## src/rtl/inv_mixcol_pkg.sv

```systemverilog
// Shared types and constants for the sequential AES InvMixColumns engine.
package inv_mixcol_pkg;

    typedef enum logic [1:0] {
        StIdle = 2'd0,
        StRun  = 2'd1,
        StDone = 2'd2
    } state_e;

    // Lane coefficient selects for the inverse MixColumns matrix.
    localparam logic [1:0] SEL_0B = 2'b00;
    localparam logic [1:0] SEL_0D = 2'b01;
    localparam logic [1:0] SEL_09 = 2'b10;
    localparam logic [1:0] SEL_0E = 2'b11;

    localparam int unsigned NCOL_DEFAULT = 4;

    // Multiply by x in GF(2^8) modulo x^8+x^4+x^3+x+1.
    function automatic logic [7:0] xtime(input logic [7:0] b);
        return {b[6:0], 1'b0} ^ (b[7] ? 8'h1b : 8'h00);
    endfunction

endpackage

```

## src/rtl/inv_mult.sv

```systemverilog
// Constant GF(2^8) multiplier by one of the InvMixColumns coefficients 0E/0B/0D/09.
module inv_mult
    import inv_mixcol_pkg::*;
(
    input  logic [7:0] a_i,
    input  logic [1:0] sel_i,
    output logic [7:0] p_o
);

    logic [7:0] x2, x4, x8;

    assign x2 = xtime(a_i);
    assign x4 = xtime(x2);
    assign x8 = xtime(x4);

    always_comb begin
        p_o = x8 ^ a_i;
        unique case (sel_i)
            SEL_0E: p_o = x8 ^ x4 ^ x2;
            SEL_0B: p_o = x8 ^ x2 ^ a_i;
            SEL_0D: p_o = x8 ^ x4 ^ a_i;
            SEL_09: p_o = x8 ^ a_i;
        endcase
    end

endmodule

```

## src/rtl/inv_mixcol_seq.sv

```systemverilog
// Byte-serial InvMixColumns: one output byte per cycle from four multiplier lanes.
// Define INV_MIXCOL_SEQ_EARLY_ACCEPT_EN to accept a new state in the handshake cycle of DONE.
module inv_mixcol_seq
    import inv_mixcol_pkg::*;
#(
    parameter int unsigned NCOL = NCOL_DEFAULT
) (
    input  logic                clk,
    input  logic                rst_n,
    input  logic                flush,
    input  logic                in_valid,
    output logic                in_ready,
    input  logic [32*NCOL-1:0]  state_in,
    output logic                out_valid,
    input  logic                out_ready,
    output logic [32*NCOL-1:0]  state_out
);

    localparam int unsigned ColW = (NCOL > 1) ? $clog2(NCOL) : 1;
    localparam logic [ColW-1:0] ColLast = ColW'(NCOL - 1);

    state_e             st_q, st_d;
    logic [32*NCOL-1:0] in_q, in_d;
    logic [32*NCOL-1:0] res_q, res_d;
    logic [1:0]         row_q, row_d;
    logic [ColW-1:0]    col_q, col_d;
    logic [31:0]        col_word;
    logic [1:0]         lane_sel [4];
    logic [7:0]         lane_out [4];
    logic [7:0]         byte_out;
    logic               accept;

    assign col_word = in_q[32*(NCOL - 32'(col_q)) - 1 -: 32];

    // Lane j always sees a_j; the coefficient rotates with the row being produced.
    for (genvar j = 0; j < 4; j++) begin : g_lane
        assign lane_sel[j] = 2'(j) - row_q - 2'd1;
        inv_mult u_inv_mult (
            .a_i   (col_word[31-8*j -: 8]),
            .sel_i (lane_sel[j]),
            .p_o   (lane_out[j])
        );
    end

    assign byte_out  = lane_out[0] ^ lane_out[1] ^ lane_out[2] ^ lane_out[3];
    assign state_out = res_q;

    always_comb begin
        st_d      = st_q;
        in_d      = in_q;
        res_d     = res_q;
        row_d     = row_q;
        col_d     = col_q;
        in_ready  = 1'b0;
        out_valid = 1'b0;
        accept    = 1'b0;

        unique case (st_q)
            StIdle: begin
                in_ready = 1'b1;
                accept   = in_valid;
            end
            StRun: begin
                res_d[32*(NCOL - 32'(col_q)) - 8*32'(row_q) - 1 -: 8] = byte_out;
                if (row_q == 2'd3) begin
                    row_d = 2'd0;
                    if (col_q == ColLast) begin
                        st_d = StDone;
                    end else begin
                        col_d = col_q + ColW'(1);
                    end
                end else begin
                    row_d = row_q + 2'd1;
                end
            end
            StDone: begin
                out_valid = 1'b1;
`ifdef INV_MIXCOL_SEQ_EARLY_ACCEPT_EN
                in_ready  = out_ready;
                accept    = out_ready & in_valid;
`endif
                if (out_ready) begin
                    st_d = StIdle;
                end
            end
            default: st_d = StIdle;
        endcase

        if (accept) begin
            in_d  = state_in;
            row_d = 2'd0;
            col_d = '0;
            st_d  = StRun;
        end

        // Abort overrides capture and handshake alike.
        if (flush) begin
            st_d  = StIdle;
            in_d  = in_q;
            row_d = 2'd0;
            col_d = '0;
        end
    end

    always_ff @(posedge clk or negedge rst_n) begin
        if (!rst_n) begin
            st_q  <= StIdle;
            in_q  <= '0;
            res_q <= '0;
            row_q <= 2'd0;
            col_q <= '0;
        end else begin
            st_q  <= st_d;
            in_q  <= in_d;
            res_q <= res_d;
            row_q <= row_d;
            col_q <= col_d;
        end
    end

endmodule

```

## config.mk

```make
export PLATFORM = sky130hd
export DESIGN_NAME = inv_mixcol_seq
export DESIGN_NICKNAME = d
export VERILOG_FILES = /design/src/rtl/inv_mixcol_pkg.sv /design/src/rtl/inv_mult.sv /design/src/rtl/inv_mixcol_seq.sv
export SDC_FILE = /design/constraint.sdc
export NUM_CORES = 1
export LEC_CHECK = 0
export CAP_MARGIN = 20
export CORE_MARGIN = 2
export CORE_UTILIZATION = 58
export CTS_CLUSTER_SIZE = 40
export DETAILED_ROUTE_END_ITERATION = 10
export PLACE_DENSITY = 0.87
export SYNTH_ARGS = -nofsm -noshare
export SYNTH_HDL_FRONTEND = slang
export SYNTH_HIERARCHICAL = 1
export SYNTH_SLANG_ARGS = --single-unit
```

## constraint.sdc

```tcl
create_clock -name clk -period 10.1 [get_ports clk]
set_input_delay 2.02 -clock clk [delete_from_list [all_inputs] [get_ports clk]]
set_output_delay 2.02 -clock clk [all_outputs]
set_load 0.02 [all_outputs]
```

# [After elaboration in Yosys (flattened, before gate mapping)]
# Index checks and enable logic that the tools add are counted.
[totals] regBits=262 out_inout_bits=130 word_cells=129
[classes] addsub=15 eq_ne=21 n_shift=3 mux=35 n_bitwise=40 reduce_logical=10
[op_table] op="$xor A8 B8 Y8" n=39
[op_table] op="$shiftx A159 B33 Y32" n=1
[op_table] op="$shift A8 B34 Y135 const A" n=1
[op_table] op="$shiftx A8 B34 Y135" n=1
[op_table] op="$bwmux W128" n=1
[op_table] op="$pmux W8 S4" n=4
[op_table] op="$mux W5" n=12
[op_table] op="$neg A32 Y34" n=1
[op_table] op="$sub A32 B1 Y32 const B" n=1
[op_table] op="$mux W2" n=14
[op_table] op="$eq A2 B2 Y1 const B" n=11
[op_table] op="$ne A4 B4 Y1 const B" n=3
[op_table] op="$sub A10 B2 Y11 const B" n=1
[op_table] op="$eq A2 B1 Y1 const B" n=5
[op_table] op="$logic_not A2 Y1" n=5
[op_table] op="$sub A9 B6 Y10" n=1
[op_table] op="$sub A2 B1 Y2 const B" n=4
[op_table] op="$ne A3 B3 Y1 const B" n=2
[op_table] op="$pmux W2 S3" n=1
[op_table] op="$reduce_bool A3 Y1" n=2
[op_table] op="$add A2 B1 Y2 const B" n=2
[op_table] op="$reduce_and A4 Y1" n=1
[op_table] op="$sub A1 B2 Y2 const A" n=2
[op_table] op="$sub A2 B2 Y2 const A" n=2
[op_table] op="other kinds (5)" n=7

# [Longest topological paths before layout]
# Gate-level depths: netlist of run 1.
[depth] word_depth=17 mapped_depth=16

# [Modules after synthesis]
# The synthesis of run 1 kept the hierarchy.
[by_module_without_submodules] module="inv_mixcol_seq" instances=1 cells_each=663 area_each_um2=11011.8 seq_area_each_um2=6556.3
[by_module_without_submodules] module="inv_mult" instances=4 cells_each=118 area_each_um2=905.9 seq_area_each_um2=0.0

# [Least setup slack after synthesis of run 1]
# Ideal clock, no wire load.
[synth_timing] path_type="register to register" from="register col_q[0]" to="register res_q[100] (netlist: state_out[100])" setup_ps=65 arrival_ps=3818 setup_slack_ps=6217 stages_incl_launch_ff=16 path_cell_list="dfrtp_1 -> inv_1 -> ha_1 -> buf_4 -> buf_1 -> mux4_2 -> buf_6 -> xnor3_2 -> nor2_1 -> a211o_1 -> and3b_1 -> o31a_1 -> xor2_1 -> xnor2_1 -> clkbuf_1 -> mux2_2"
[synth_rtl] element="from (decl)" line="inv_mixcol_seq.sv:26" source="logic [ColW-1:0] col_q, col_d;"
[synth_rtl] element="from (signal assigned)" line="inv_mixcol_seq.sv:117" source="col_q <= col_d;"
[synth_rtl] element="to (signal assigned)" line="inv_mixcol_seq.sv:115" source="res_q <= res_d;"
[synth_rtl] element="to (decl)" line="inv_mixcol_seq.sv:24" source="logic [32*NCOL-1:0] res_q, res_d;"

==> impl_metrics.toml, run 1 <==
[cts]
cts_root_buf = "clkbuf_16"
cts_hold_buf = 0
cts.repair.resized = 0
post-cts-setup-buffers = 0
htreeDepth = 1
clock-sinks = 262
path_clk_slew_ps = 60
clockBufferDepth = 3
numCtsBuffers = 28
cts_tree = "yes"
clkLatencyLatePin_ps = 550

[critical_path]
rr_startpoint = "col_q[0]$_DFFE_PN0P_"
arrival_ps = 5020
cpLargestDelayFamily = "multiplexers"
cp-start-kind = "flop"
path_max_fanout = 25
worstPathRequired_ps = 10520
path_cells = "inv_1 -> ha_2 -> buf_4 -> mux4_2 -> xnor2_2 -> nor4bb_1 -> o31ai_1 -> a221oi_1 -> nor3_1 -> xnor2_1 -> xnor2_1 -> buf_4 -> mux2_2"
crit_buf_inv = 3
worstSetupStartpoint = "col_q[0]$_DFFE_PN0P_"
worstSetupPathType = "reg2reg"
reg2reg_slack_ps = 5500
worst_path_largest_cell_delay_ps = 780
crit_path_top_delay_cell = "mux4_2"
endpoint_kind = "flop"

[hold_path]
min_from = "in_q[89]$_DFFE_PN0P_"
hold_class = "reg2reg"

[timing]
hold_viol = 0
setup_tns_ps = 0
fmax_ghz = 0.217
setup_slack_ps = 5500
finalCritPeriodShare = 0.455
slew_headroom = 0.291
worstMarginPinSlew_ps = 1060
final-setup-viol-count = 0
rsz0062_at_grt = "no"
layout_min_cycle_time_ps = 4600
skew_ps = 12.6
maxSlewViolCount = 0

[yosys]
synth_edf_count = 0
syn_nets = 1283
synth_cell_types = 48
synth_top_area_share = 0.448
postSynthAreaPerCell_um2 = 12.9
synthFlopType = "dfrtp_1"
yosys_warnings = 6
yosys.area.top_type = "dfrtp_1"
syn-cell-area_um2 = 14600
synthArstFlopShare = 1.00
ys_seq_area_frac = 0.448
syn_inst = 1135
synth.top_cells.by_area = "dfrtp_1, mux2_2, xnor2_1"
ys_ff_latch = 262

[die]
fp.dieW_um = 163
boundaryPins = 263
dieArea_um2 = 26500
fp.dieH_um = 163
rows = 58
coreArea_um2 = 25000
initial_core_util = 0.586

[grt]
grtUsageTotal = 0.268
grt_pass1_vias = 10153
grt_max_degree = 173
antenna_found_initial = 1
grt_first_pass_wirelength_um = 55900
grt-ovfl-total = 0

[finish]
fin_nets = 1487
areaGrowthSynthToFinish_pct = 23.8
drive_gt1_frac = 0.274
final_cell_mix = "dfrtp_1, clkdlybuf4s50_1, mux2_2"

[detailed_routing]
wl_per_cell_um = 20.9
dr.pass1.iters = 5
vias = 9856
dr_wl_met2_um = 17900
drtAntennaViolNets = 0
top_layer = "met4"
remaining_drc_errors = 0
wl_met3_um = 1560
wl_met1_um = 14600
routed_via_density = 5.83
wl_um = 35300
drtIter0Drc = 825

[flow_run]
drv_cap = 0

[power]
vdd.ir_drop.worst_mv = 0.403
p_leak_nw = 7.64
cellPowerDensity_nw_per_um2 = 239

[placement]
place_hpwl_um = 24300
portBuffers = 262
place_ws_ps = 5290
gp_congestion = 0.855

[run_status]
outcome = "finished clean"
[layout make-up]
| cell class | instances | area, um2 |
|---|---|---|
| clock inverters | 12 | 109 |
| diodes | 1 | 2.50 |
| flip-flops and latches | 262 | 6560 |
| inverters | 18 | 67.6 |
| fillers | 1662 | 6850 |
| well taps | 330 | 413 |
| repair buffers | 275 | 2740 |
| multi-input cells | 754 | 7410 |
| clock buffers | 39 | 812 |
[stage by stage]
stage | total power [mW] | util | cells | instance area (um2) | hold slack (ps)
3_3_place_gp | 3.25 | 0.689 | 1639 | 17200 | 485
3_5_place_dp | 3.31 | 0.689 | 1639 | 17200 | 491
2_1_floorplan | 2.59 | - | 1135 | 14600 | 475
6_report | 4.33 | 0.726 | 1691 | 18100 | 501
5_1_grt | 4.55 | 0.726 | 1691 | 18100 | 509
4_1_cts | 4.34 | 0.725 | 1690 | 18100 | 505
[synthesized netlist by cell type, types with 7 or more instances]
cell,instances
dfrtp_1,262
mux2_2,248
xnor2_1,109
nand2_1,41
xor2_1,36
buf_2,34
mux4_2,32
clkbuf_1,29
nand2b_1,24
buf_4,22
o21ai_0,21
nor2_1,20
inv_1,18
nor4bb_1,17
a21oi_1,16
a221oi_1,16
nor2b_1,16
ha_1,15
buf_6,14
a21boi_0,12
mux2i_1,11
nor3_1,9
a311oi_1,8
mux2_4,8
o311ai_0,8
o31a_1,8
xnor2_2,8
and3_1,7
[per-layer routing]
layer,GRT usage,up-vias
met5,0,-
met1,0.351,5010
met2,0.458,306
met4,0.103,0
li1,-,4457
met3,0.0334,83
[power by group]
part / total (mW) / internal, mW / switching, mW / leakage [nW]
Sequential: 1.30 / 1.21 / 0.0861 / 3.34
Clock: 1.02 / 0.588 / 0.428 / 0.459
Combinational: 2.02 / 0.849 / 1.17 / 3.85
Total: 4.33 / 2.65 / 1.69 / 7.64
[final timing paths]
kind | endpoint | cells after the start
min in group asynchronous | in_q[34]$_DFFE_PN0P_ | 1
hold reg to reg | in_q[89]$_DFFE_PN0P_ | 1
setup / recovery | state_out[19]$_DFFE_PN0P_ | 13
setup reg to reg | state_out[19]$_DFFE_PN0P_ | 13
max in group asynchronous | col_q[0]$_DFFE_PN0P_ | 2
hold / removal | in_q[89]$_DFFE_PN0P_ | 1
[cells by family after synthesis]
| group | after synthesis | synth area share |
|---|---|---|
| AOI/OAI and AO/OA | 119 | 0.0599 |
| adders and majority gates | 15 | 0.0128 |
| buffers and inverters | 119 | 0.0463 |
| and+or+nand+nor | 156 | 0.0641 |
| muxes | 299 | 0.256 |
| DFF | 262 | 0.448 |
| xor gates and xnor gates | 165 | 0.113 |
[state kept, by name, summed over array words and instances, names as in the netlist]
| register | flops |
|---|---|
| col_q | 2 |
| in_q | 128 |
| st_q | 2 |
| state_out | 128 |
| row_q | 2 |
(Power assumes the default switching activity.)
==> inputs of run 2 (changes only) <==
--- a/config.mk
+++ b/config.mk
@@ -7,10 +7,10 @@
 export LEC_CHECK = 0
 export CAP_MARGIN = 20
 export CORE_MARGIN = 2
-export CORE_UTILIZATION = 58
+export CORE_UTILIZATION = 48
 export CTS_CLUSTER_SIZE = 40
 export DETAILED_ROUTE_END_ITERATION = 10
-export PLACE_DENSITY = 0.87
+export PLACE_DENSITY = 0.77
 export SYNTH_ARGS = -nofsm -noshare
 export SYNTH_HDL_FRONTEND = slang
 export SYNTH_HIERARCHICAL = 1
==> constraint.sdc (replaced) <==
create_clock -name clk -period 3.92 [get_ports clk]
set_input_delay 0.784 -clock clk [delete_from_list [all_inputs] [get_ports clk]]
set_output_delay 0.784 -clock clk [all_outputs]
set_load 0.02 [all_outputs]
==> run 2 against run 1 <==
  * Maximum frequency is 22% higher
  * Largest cell class unchanged
  * Clock power is 150% higher
  * Highest routed layer unchanged
  * Sequential cell count stayed put
  * Critical path type unchanged
  * Worst setup slack worse by 5300 ps
  * Via count is 0.62% higher
==> impl_metrics.toml, run 2 (synthesis gave the netlist of run 1 again) <==
[power]
finalPower_mw = 11.5
cellPowerDensity_nw_per_um2 = 614
intPower_mw = 7.17
swShare = 0.378
seq_power_share = 0.290
p_leak_nw = 7.95
p_sw_mw = 4.36
combPwrFrac = 0.490
vdd.ir_drop.worst_mv = 0.707
p_clk_frac = 0.221

[die]
fp.dieW_um = 179
rows = 63
fp.dieH_um = 179
boundaryPins = 263
initial_core_util = 0.491
dieArea_um2 = 31900
coreArea_um2 = 29800

[critical_path]
cpLargestDelayFamily = "buffers and inverters"
path_cells = "inv_1 -> ha_4 -> buf_12 -> buf_4 -> mux4_2 -> buf_4 -> xnor2_2 -> nor4bb_1 -> o31ai_1 -> a221oi_1 -> nor3_1 -> buf_4 -> xor2_2 -> xnor2_1 -> buf_4 -> mux2_2"
worstPathRequired_ps = 4340
worstSetupPathType = "reg2reg"
crit_buf_inv = 6
arrival_ps = 4180
endpoint_kind = "flop"
reg2reg_slack_ps = 160
crit_path_top_delay_cell = "dfrtp_2"
worst_path_largest_cell_delay_ps = 420
rr_startpoint = "col_q[0]$_DFFE_PN0P_"
cp-start-kind = "flop"
cpMostUsedCell = "buf_4"
reg2reg_to = "state_out[107]$_DFFE_PN0P_"
reg2reg_depth = 16
path_max_fanout = 16

[cts]
cts_hold_buf = 0
htreeDepth = 1
clkLatencyLatePin_ps = 540
cts_tree = "yes"
numCtsBuffers = 28
clock-sinks = 262
clockBufferDepth = 3
cts_root_buf = "clkbuf_16"
path_clk_slew_ps = 70

[timing]
final-setup-viol-count = 0
slew_headroom = 0.462
skew_ps = 14.5
worstMarginPinSlew_ps = 807
fmax_ghz = 0.266
hold_slack_ps = 266
maxSlewViolCount = 0
hold_viol = 0
layout_min_cycle_time_ps = 3760
setup_slack_ps = 159
finalCritPeriodShare = 0.960

[finish]
final_cell_mix = "dfrtp_1, clkdlybuf4s50_1, mux2_2"
areaGrowthSynthToFinish_pct = 28.2
fin_util = 0.630
fin_nets = 1545
drive_gt1_frac = 0.307

[placement]
portBuffers = 262
gp_congestion = 0.863
place_ws_ps = -117
place_hpwl_um = 26300

[hold_path]
hold_class = "in2async"

[run_status]
outcome = "finished clean"

[detailed_routing]
wl_per_cell_um = 20.3
drtAntennaViolNets = 0
drtIter0Drc = 490
wl_um = 36700
remaining_drc_errors = 0
dr.pass1.iters = 5
routed_via_density = 5.49
vias = 9917

[grt]
grtUsageTotal = 0.231
grt-ovfl-total = 0
grt_first_pass_wirelength_um = 57500
grt_pass1_vias = 10307
antenna_found_initial = 1
grt_max_degree = 104

[flow_run]
drv_cap = 0
run 2: cell types whose count changed in the layout (fill, tap and decap cells not counted), sizes merged:
cell / change
diode: +1
clkinv: -4
bufinv: -1
buf: +58
inv: -1
clkbuf: +2
clkinvlp: +2
run 2: layer usage:
layer	GRT usage	wire length, um
met3	0.0326	1570
met4	0.0518	723
met2	0.406	18900
met1	0.303	15500
met5	0	0
run 2: worst max path at each step:
stage / slack (ps) / cells past startpoint / to / from
5_1_grt: -3 / 15 / state_out[86]$_DFFE_PN0P_ / col_q[0]$_DFFE_PN0P_
3_5_place_dp: -120 / 14 / state_out[19]$_DFFE_PN0P_ / col_q[1]$_DFFE_PN0P_
6_report: 160 / 16 / state_out[107]$_DFFE_PN0P_ / col_q[0]$_DFFE_PN0P_
2_1_floorplan: 40 / 15 / state_out[100]$_DFFE_PN0P_ / col_q[0]$_DFFE_PN0P_
3_3_place_gp: -20 / 14 / state_out[51]$_DFFE_PN0P_ / col_q[0]$_DFFE_PN0P_
4_1_cts: 70 / 14 / state_out[107]$_DFFE_PN0P_ / col_q[0]$_DFFE_PN0P_
run 2: final cells by class:
type,instances,area [um2]
fillers,2249,11000
multi-input cells,754,7490
flip-flops and latches,262,6560
repair buffers,333,3260
clock buffers,41,851
well taps,390,488
inverters,18,67.6
clock inverters,8,47.5
diodes,2,5.00
run 2: power groups by stage:
stage,combinational [mW],sequential (mW),clock [mW]
global placement,5.42,3.37,0
detailed placement,5.51,3.39,0
floorplan,3.19,3.50,0
finish,5.64,3.34,2.54
global route,6.07,3.39,2.70
CTS,5.56,3.34,2.59
run 2: through the flow:
stage,area (um2),std cells,TNS [ps]
3_3_place_gp,17700,1752,-260
6_report,18800,1808,0
5_1_grt,18800,1807,-4.77
2_1_floorplan,14600,1135,0
3_5_place_dp,17700,1752,-1840
4_1_cts,18600,1801,0
run 2: worst reg2reg max path, cell delays in order, from the launching register on:
cell and delay [ps]:
dfrtp_2 420, inv_1 110, ha_4 220, buf_12 140
buf_4 140, mux4_2 310, buf_4 190, xnor2_2 250
nor4bb_1 100, o31ai_1 390, a221oi_1 160, nor3_1 230
buf_4 160, xor2_2 240, xnor2_1 110, buf_4 190
mux2_2 280
run 2: what timing repair did:
action,CTS,global route
resized for setup,3,10
endpoints found under the hold margin,0,0
pin swaps,1,2
setup endpoints to repair,75,112
setup buffers,0,5
==> inputs of run 3 (changes only) <==
--- a/config.mk
+++ b/config.mk
@@ -6,11 +6,14 @@
 export NUM_CORES = 1
 export LEC_CHECK = 0
 export CAP_MARGIN = 20
+export CELL_PAD_IN_SITES_DETAIL_PLACEMENT = 1
+export CELL_PAD_IN_SITES_GLOBAL_PLACEMENT = 1
 export CORE_MARGIN = 2
-export CORE_UTILIZATION = 48
+export CORE_UTILIZATION = 39
 export CTS_CLUSTER_SIZE = 40
 export DETAILED_ROUTE_END_ITERATION = 10
-export PLACE_DENSITY = 0.77
+export PLACE_DENSITY_LB_ADDON = 0.1
+export SLEW_MARGIN = 20
 export SYNTH_ARGS = -nofsm -noshare
 export SYNTH_HDL_FRONTEND = slang
 export SYNTH_HIERARCHICAL = 1
==> run 3 against run 2 <==
  * Sequential power is essentially flat
  * First-iteration DRC count down 17%
  * Critical endpoint is now state_out[54]$_DFFE_PN0P_
  * Maximum frequency is 0.92% lower
==> impl_metrics.toml, run 3 (synthesis gave the netlist of run 1 again) <==
[grt]
grt-ovfl-total = 0
grtUsageTotal = 0.217
antenna_found_initial = 5
grt_first_pass_wirelength_um = 65500
grt_max_degree = 129
grt_pass1_vias = 10978

[finish]
fin_util = 0.525
drive_gt1_frac = 0.327
instances_no_fill = 1914
final_cell_mix = "dfrtp_1, clkdlybuf4s50_1, mux2_2"
areaGrowthSynthToFinish_pct = 31.9
fin_nets = 1569
design_area_um2 = 19300

[detailed_routing]
remaining_drc_errors = 0
wl_um = 41800
drtAntennaViolNets = 0
wl_per_cell_um = 21.8
drtIter0Drc = 409
routed_via_density = 5.26
dr.pass1.iters = 5
vias = 10069

[critical_path]
rr_startpoint = "col_q[0]$_DFFE_PN0P_"
path_cells = "inv_1 -> ha_4 -> buf_12 -> mux4_2 -> buf_4 -> xor3_1 -> a221oi_1 -> a21oi_1 -> xnor2_1 -> mux2i_1 -> buf_4 -> xor2_1 -> buf_4 -> xnor2_2 -> buf_12 -> mux2_4"
cpMostUsedCell = "buf_4"
worstPathRequired_ps = 4370
crit_path_top_delay_cell = "mux4_2"
crit_cells = 16
cp-start-kind = "flop"
cpLargestDelayFamily = "buffers and inverters"
endpoint_kind = "flop"
worstSetupPathType = "reg2reg"
reg2reg_depth = 16
crit_buf_inv = 6
reg2reg_slack_ps = 120
worst_path_largest_cell_delay_ps = 400
reg2reg_to = "state_out[54]$_DFFE_PN0P_"
arrival_ps = 4250
path_max_fanout = 16

[placement]
postPlaceCellArea_um2 = 18200
dp.cells = 1851
portBuffers = 262
gp_congestion = 0.828
place_hpwl_um = 30600

[timing]
final-setup-viol-count = 0
maxSlewViolCount = 0
fmax_ghz = 0.263
hold_slack_ps = 193
hold_viol = 0
finalCritPeriodShare = 0.968
layout_min_cycle_time_ps = 3800
slew_headroom = 0.459
worstMarginPinSlew_ps = 812
skew_ps = 30.7

[cts]
cts_tree = "yes"
cts_root_buf = "clkbuf_16"
cts_hold_buf = 0
htreeDepth = 1
clock-sinks = 262
clockBufferDepth = 3
numCtsBuffers = 30
clkLatencyLatePin_ps = 590
path_clk_slew_ps = 60

[die]
fp.dieW_um = 198
initial_core_util = 0.398
rows = 70
boundaryPins = 263
dieArea_um2 = 39100
fp.dieH_um = 198
coreArea_um2 = 36800

[hold_path]
hold_class = "in2async"

[power]
swShare = 0.376
p_leak_nw = 8.19
vdd.ir_drop.worst_mv = 0.712
intPower_mw = 7.89
seq_power_share = 0.264
p_clk_frac = 0.221
finalPower_mw = 12.6
p_sw_mw = 4.76
cellPowerDensity_nw_per_um2 = 655
combPwrFrac = 0.515

[flow_run]
drv_cap = 0

[run_status]
outcome = "finished clean"
-- run 3: cell count changes in the layout (fill, tap and decap cells not counted), sizes merged --
cell      change
buf          +22
bufinv        +1
clkbuf        +3
clkinv        +3
clkinvlp      -2
inv           +1
-- run 3: routing by layer --
layer  GRT usage  vias to the layer above  wire length [um]  part of all wire
met3      0.0422                       53              1730             0.041
met1       0.311                     5235             19800              0.47
met5           0                        -                35           0.00084
li1            -                     4601                 -                 -
met2       0.341                      174             19400              0.47
met4      0.0496                        6               762             0.018
-- run 3: stage by stage --
step / setup slack, ps / TNS [ps]
after global routing: -28.4 / -307
after floorplan: 37.2 / 0
after global placement: 20.8 / 0
after detailed placement: -45.2 / -607
final: 124 / 0
after CTS: 9.89 / 0
-- run 3: worst max path at each step --
stage	startpoint	endpoint	slack, ps
3_3_place_gp	col_q[0]$_DFFE_PN0P_	state_out[51]$_DFFE_PN0P_	20
4_1_cts	col_q[0]$_DFFE_PN0P_	state_out[34]$_DFFE_PN0P_	10
3_5_place_dp	col_q[0]$_DFFE_PN0P_	state_out[67]$_DFFE_PN0P_	-50
5_1_grt	col_q[0]$_DFFE_PN0P_	state_out[115]$_DFFE_PN0P_	-30
2_1_floorplan	col_q[0]$_DFFE_PN0P_	state_out[100]$_DFFE_PN0P_	40
6_report	col_q[0]$_DFFE_PN0P_	state_out[54]$_DFFE_PN0P_	120
-- run 3: layout make-up --
type                            instances  area (um2)
Sequential cell                       262        6560
Inverter                               18        67.6
Fill cell                            3737       17500
Tap cell                              468         586
Clock inverter                         11         115
Multi-Input combinational cell        754        7560
Antenna cell                            2        5.00
Timing Repair Buffer                  355        3540
Clock buffer                           44         883
-- run 3: timing repair --
item / 4_1_cts / 5_1_grt
pin swaps: 1 / 2
hold endpoints to repair: 0 / 0
setup endpoints to repair: 34 / 104
buffers inserted: 1 / 5
gates resized for setup: 3 / 12
-- run 3: power by group through the flow --
stage | sequential [mW] | combinational [mW] | clock (mW)
3_3_place_gp | 3.37 | 6.41 | 0
6_report | 3.34 | 6.51 | 2.79
5_1_grt | 3.39 | 7.04 | 2.97
2_1_floorplan | 3.50 | 3.19 | 0
4_1_cts | 3.35 | 6.57 | 2.87
3_5_place_dp | 3.39 | 6.52 | 0
